$ cat src/rtl/ap_sequencer.sv
// ALU operation sequencer: accepts one request at a time, drives registered
// operands to an external ALU, holds them for HOLD_CYCLES cycles, captures
// the result and flags, and presents them on a valid/ready response port.
//
// state | meaning
// ------+--------------------------------------------------------------
// IDLE  | ready for a request; req_ready=1
// ISSUE | operands held on alu_*; hold counter running down to capture
// RESP  | captured result presented; waiting for rsp_ready
module ap_sequencer #(
    parameter int HOLD_CYCLES = 1
) (
    input  logic       clk,
    input  logic       reset,
    input  logic       req_valid,
    output logic       req_ready,
    input  logic [2:0] req_op,
    input  logic [7:0] req_a,
    input  logic [7:0] req_b,
    input  logic       req_use_carry,
    input  logic       flag_clr,
    output logic [7:0] alu_a,
    output logic [7:0] alu_b,
    output logic [2:0] alu_aop,
    output logic       alu_cin,
    input  logic [7:0] alu_f,
    input  logic       alu_ovf,
    input  logic       alu_cout,
    input  logic       alu_n,
    input  logic       alu_z,
    output logic       rsp_valid,
    input  logic       rsp_ready,
    output logic [7:0] rsp_f,
    output logic [3:0] rsp_flags,
    output logic       busy
);

    // Out-of-range hold values fall back to a single hold cycle.
    localparam int         HOLD_EFF  = (HOLD_CYCLES >= 1 && HOLD_CYCLES <= 4) ? HOLD_CYCLES : 1;
    localparam logic [1:0] HOLD_LOAD = 2'(HOLD_EFF - 1);
    localparam int         FLAG_C    = 3;

    typedef enum logic [1:0] {
        IDLE  = 2'd0,
        ISSUE = 2'd1,
        RESP  = 2'd2
    } state_t;

    state_t     state_q, state_d;
    logic [7:0] alu_a_q, alu_a_d;
    logic [7:0] alu_b_q, alu_b_d;
    logic [2:0] alu_aop_q, alu_aop_d;
    logic       alu_cin_q, alu_cin_d;
    logic [1:0] hold_cnt_q, hold_cnt_d;
    logic [7:0] rsp_f_q, rsp_f_d;
    logic [3:0] rsp_flags_q, rsp_flags_d;
    logic [3:0] flags_q, flags_d;
    logic [3:0] alu_flags;

    assign alu_flags = {alu_cout, alu_ovf, alu_n, alu_z};

    // State and datapath registers with synchronous reset.
    always_ff @(posedge clk) begin
        if (reset) begin
            state_q     <= IDLE;
            alu_a_q     <= '0;
            alu_b_q     <= '0;
            alu_aop_q   <= '0;
            alu_cin_q   <= 1'b0;
            hold_cnt_q  <= '0;
            rsp_f_q     <= '0;
            rsp_flags_q <= '0;
            flags_q     <= '0;
        end else begin
            state_q     <= state_d;
            alu_a_q     <= alu_a_d;
            alu_b_q     <= alu_b_d;
            alu_aop_q   <= alu_aop_d;
            alu_cin_q   <= alu_cin_d;
            hold_cnt_q  <= hold_cnt_d;
            rsp_f_q     <= rsp_f_d;
            rsp_flags_q <= rsp_flags_d;
            flags_q     <= flags_d;
        end
    end

    // Next-state and datapath logic; a capture overrides a same-cycle flag clear,
    // and an accept reads the stored carry before any same-cycle clear lands.
    always_comb begin
        state_d     = state_q;
        alu_a_d     = alu_a_q;
        alu_b_d     = alu_b_q;
        alu_aop_d   = alu_aop_q;
        alu_cin_d   = alu_cin_q;
        hold_cnt_d  = hold_cnt_q;
        rsp_f_d     = rsp_f_q;
        rsp_flags_d = rsp_flags_q;
        flags_d     = flag_clr ? 4'b0000 : flags_q;

        case (state_q)
            IDLE: begin
                if (req_valid) begin
                    alu_a_d    = req_a;
                    alu_b_d    = req_b;
                    alu_aop_d  = req_op;
                    alu_cin_d  = req_use_carry & flags_q[FLAG_C];
                    hold_cnt_d = HOLD_LOAD;
                    state_d    = ISSUE;
                end
            end
            ISSUE: begin
                if (hold_cnt_q == 2'd0) begin
                    rsp_f_d     = alu_f;
                    rsp_flags_d = alu_flags;
                    flags_d     = alu_flags;
                    state_d     = RESP;
                end else begin
                    hold_cnt_d = hold_cnt_q - 2'd1;
                end
            end
            RESP: begin
                if (rsp_ready) begin
                    state_d = IDLE;
                end
            end
            default: begin
                state_d = IDLE;
            end
        endcase
    end

    assign req_ready = (state_q == IDLE);
    assign busy      = (state_q != IDLE);
    assign rsp_valid = (state_q == RESP);
    assign alu_a     = alu_a_q;
    assign alu_b     = alu_b_q;
    assign alu_aop   = alu_aop_q;
    assign alu_cin   = alu_cin_q;
    assign rsp_f     = rsp_f_q;
    assign rsp_flags = rsp_flags_q;

endmodule

$ cat config.mk
export PLATFORM = sky130hd
export DESIGN_NAME = ap_sequencer
export DESIGN_NICKNAME = d
export VERILOG_FILES = /design/src/rtl/ap_sequencer.sv
export SDC_FILE = /design/constraint.sdc
export NUM_CORES = 1
export LEC_CHECK = 0
export CAP_MARGIN = 20
export CELL_PAD_IN_SITES_DETAIL_PLACEMENT = 0
export CELL_PAD_IN_SITES_GLOBAL_PLACEMENT = 1
export CORE_ASPECT_RATIO = 1.1
export CORE_UTILIZATION = 26
export DETAILED_ROUTE_END_ITERATION = 8
export PLACE_DENSITY = 0.77
export REMOVE_ABC_BUFFERS = 1
export SKIP_CTS_REPAIR_TIMING = 1
export SLEW_MARGIN = 40
export SYNTH_ARGS = -nofsm -noshare
export SYNTH_HDL_FRONTEND = slang
export SYNTH_SLANG_ARGS = --single-unit
$ cat constraint.sdc
create_clock -name clk -period 1.6 [get_ports clk]
set_input_delay 0.32 -clock clk [delete_from_list [all_inputs] [get_ports clk]]
set_output_delay 0.32 -clock clk [all_outputs]
set_load 0.03 [all_outputs]
### Word-level counts from Yosys, hierarchy flattened

Cells that the tools add are included.

* output and inout port bits: 35
* register bits: 40
* bits of input ports: 37
* logic and storage cells: 35

* equality and inequality tests: 6
* bitwise gates (word level): 1
* multiplexer cells: 10
* add/subtract/negate cells: 1
* reduce and logical (&&, ||, !) cells: 8

Operator list (number)
* 4-bit two-way mux: 3
* 2-bit two-way mux: 5
* 2-bit != test (second input constant): 3
* 2-bit case mux with 3 select lines: 1
* 3-bit AND reduction: 2
* 2-bit logical NOT: 2
* 2-bit case mux with 2 select lines: 1
* 2-bit AND reduction: 2
* 2-bit nonzero test: 2
* 2-bit by 1-bit equality test with 1-bit output (second input constant): 1
* 2-bit equality test (second input constant): 1
* 2-bit by 1-bit != test with 1-bit output (second input constant): 1
* 2-bit by 1-bit subtractor with 2-bit output (second input constant): 1
* 1-bit AND: 1

### Logic depth before layout (Yosys ltp)

* word-level depth: 3
* mapped depth: 6
* depth with buffers taken out: 5

### Worst setup path before layout

No wires, ideal clock.

* path kind: register -> output
* start: reg state_q[1]
* end: out busy
* cell stages (with the launch flop): 3
* arrival time: 1.074 ns
* slack: 0.206 ns
* buffers on the path: 0
* cells stage by stage: dfxtp_1 nor2_1 inv_1

* cells in the longest elaborated chain, start to end: 1

RTL lines
* start: declaration: RTL line 49 `state_t state_q, state_d;`
* start signal: assignment: RTL line 75 `state_q <= state_d;`
* 2-bit nonzero test: RTL line 133 `assign busy = (state_q != IDLE);`
* end: declaration: RTL line 35 `output logic busy`

Every way passes these cells.

### Worst setup path after layout

* start: reg state_q[0]
* end: out rsp_valid

* cells in the longest elaborated chain, start to end: 1

RTL lines
* 2-bit equality test: RTL line 134 `assign rsp_valid = (state_q == RESP);`
* end: declaration: RTL line 31 `output logic rsp_valid,`

Every way passes these cells.

==> metrics <==
Max-slew headroom 0.694; PortBufs about 70; Final Cycle Share 0.890; Worst-Skew Late Latency 0.28 ns; GR Util All Layers 0.126; post-synth top area cell dfxtp_1; post-route setup TNS 0 ns; Via Count roughly 1.3k; GPL Wtd Cong 0.663; Die ar. about 0.0055 sq mm; vias in the first global route 1,188; Worst Skew roughly 0.0043 ns; Yosys top cell area share 0.551; Cell Area, Placed 0.00215 sq mm; DR vias/cell 4.33; first-pass GRT wire length about 5500 microns; Std-Cell Core Area 0.00500 sq mm; Hold Path Class reg -> reg; met1 usage 0.151; Die W 70.6 microns; Avg Inst Size Synth 8.10 sq um; synth top area cells dfxtp_1, nand2_1, a21oi_1; measured slew at the worst slew-check pin 0.458 ns; post-layout net count about 280; antenna viol nets, final 0; Cell Pwr Density 965 mW/mm^2; antenna cell count 0; count of state elements after synthesis 37; initial antenna violation count 0; Hold Slack 0.450 ns; startpoint types register; Post-Layout Cell Count 299; failing checks DRC; layout cells sized above 1 0.0705; post-route minimum period 1.42 ns; Pleak 1.39 nW; RSZ-0062 raised after global routing no; number of I/O pins 72; drt drc 16; busiest grt layer met2; root buf cell clkbuf_8; sequential-to-total area share from yosys stat 0.551; total CTS buffers 5; clock-pin slew on the worst setup and hold paths roughly 0.070 ns; data required time of the worst path 1.28 ns; Worst EP arrival 1.10 ns; fmax approximately 0.7 GHz; met3 Use GR 0.0506; First-pass DRT Iterations 6; Max VDD drop 0.453 mV; TritonCTS clock tree yes; Cell Area, Synth roughly 0.0013 sq mm; GR Overflow Total 0; DP HPWL 2140 microns; Clock Path Buffers 2; highest-count cells in the layout ignoring fill and taps nand2_1, a21oi_1, dfxtp_1; Slew Viols, Final 0; Initial Utilization 0.269; largest net degree at the start of global routing 38; placed insts 291; final setup vio count 0; most common cell after layout, fill and taps aside nand2_1; largest fanout on the critical path 6; DR WL/cell 10.8 microns; Maximum Capacitance Violations 0; Fill cells between 500 and 600; CTS Sinks 37; CP Class reg -> out; crit end category primary output; H-tree depth 2; Die Height 77.4 microns; final instance area roughly 0.0023 sq mm; Row Count 27; routed wire length between 3000 and 4000 microns; DR iter-0 viols 36; synth unique cells 19; outcome finished, violations left; Final Hold Vio Count 0; Ys Warns 0; M2 GR Usage 0.208; Area growth syn-to-layout 74.5%; Synth Instances ~170
## flip-flops by register name, summed over array words and instances (netlist names)
name and count:
state_q 2, hold_cnt_q 2, alu_aop 3, alu_b 8
flags_q 1, rsp_f 8, alu_a 8, rsp_flags 4
alu_cin 1
## Yosys cell counts, drive strengths merged
| cell | number |
|---|---|
| clkbuf | 3 |
| nand3b | 2 |
| a21oi | 37 |
| dfxtp | 37 |
| and2b | 1 |
| buf | 8 |
| or2 | 1 |
| ha | 1 |
| nand2b | 2 |
| nand3 | 3 |
| inv | 3 |
| or3b | 2 |
| nor3b | 1 |
| nor2 | 1 |
| and3b | 1 |
| nand2 | 63 |
## layer usage
metal	vias to the layer above	routed length (microns)
li1	686	-
met1	557	1360
met2	49	1540
met3	2	307
met4	0	18
met5	-	0
## final timing paths
kind,startpoint,depth (start not counted),slack (ns),endpoint
worst max-delay path,state_q[0]$_SDFFE_PP0P_,3,0.18,rsp_valid
worst min-delay path,rsp_f[2]$_SDFFE_PP0P_,2,0.45,rsp_f[2]$_SDFFE_PP0P_
worst max register to register,hold_cnt_q[0]$_SDFFE_PP0P_,5,0.19,hold_cnt_q[1]$_SDFFE_PP0P_
worst min register to register,rsp_f[2]$_SDFFE_PP0P_,2,0.45,rsp_f[2]$_SDFFE_PP0P_
## where the power goes
| group | internal (W) | switching [W] |
|---|---|---|
| sequential | 0.000973 | 0.0000227 |
| combinational | 0.000218 | 0.000234 |
| clock | 0.000508 | 0.000309 |
| total | 0.00170 | 0.000566 |
## cell families (layout without fill, tap and decap cells)
family	Yosys count	in the layout	synth area share
AOI/OAI and AO/OA	37	37	0.138
adders and majority gates	1	1	0.00930
buffers and inverters	14	89	0.0549
DFF	37	37	0.551
and+or+nand+nor	77	77	0.247
## cell type report
type / instances / area, sq um / area share
multi-input combinational: 115 / 536 / 0.228
inverter: 3 / 11.3 / 0.00480
clock inverter: 1 / 30.0 / 0.0128
timing repair buffer: 78 / 871 / 0.371
sequential: 37 / 741 / 0.316
tap: 58 / 72.6 / 0.0309
clock buffer: 7 / 86.3 / 0.0368
## worst max-delay path, cell delays in order, from the launching register on
cell	delay (ns)
dfxtp_1	0.31
buf_4	0.15
and2b_1	0.21
buf_4	0.16
## through the flow
step	total power, W	worst slack (ns)	utilization
global route	0.00240	0.0388	0.469
detailed placement	0.00148	-0.0345	0.429
finish	0.00226	0.176	0.469
floorplan	0.00122	-0.261	-
global placement	0.00148	-0.0149	0.429
CTS	0.00232	-0.173	0.452
Power figures use the tool's default switching activity.
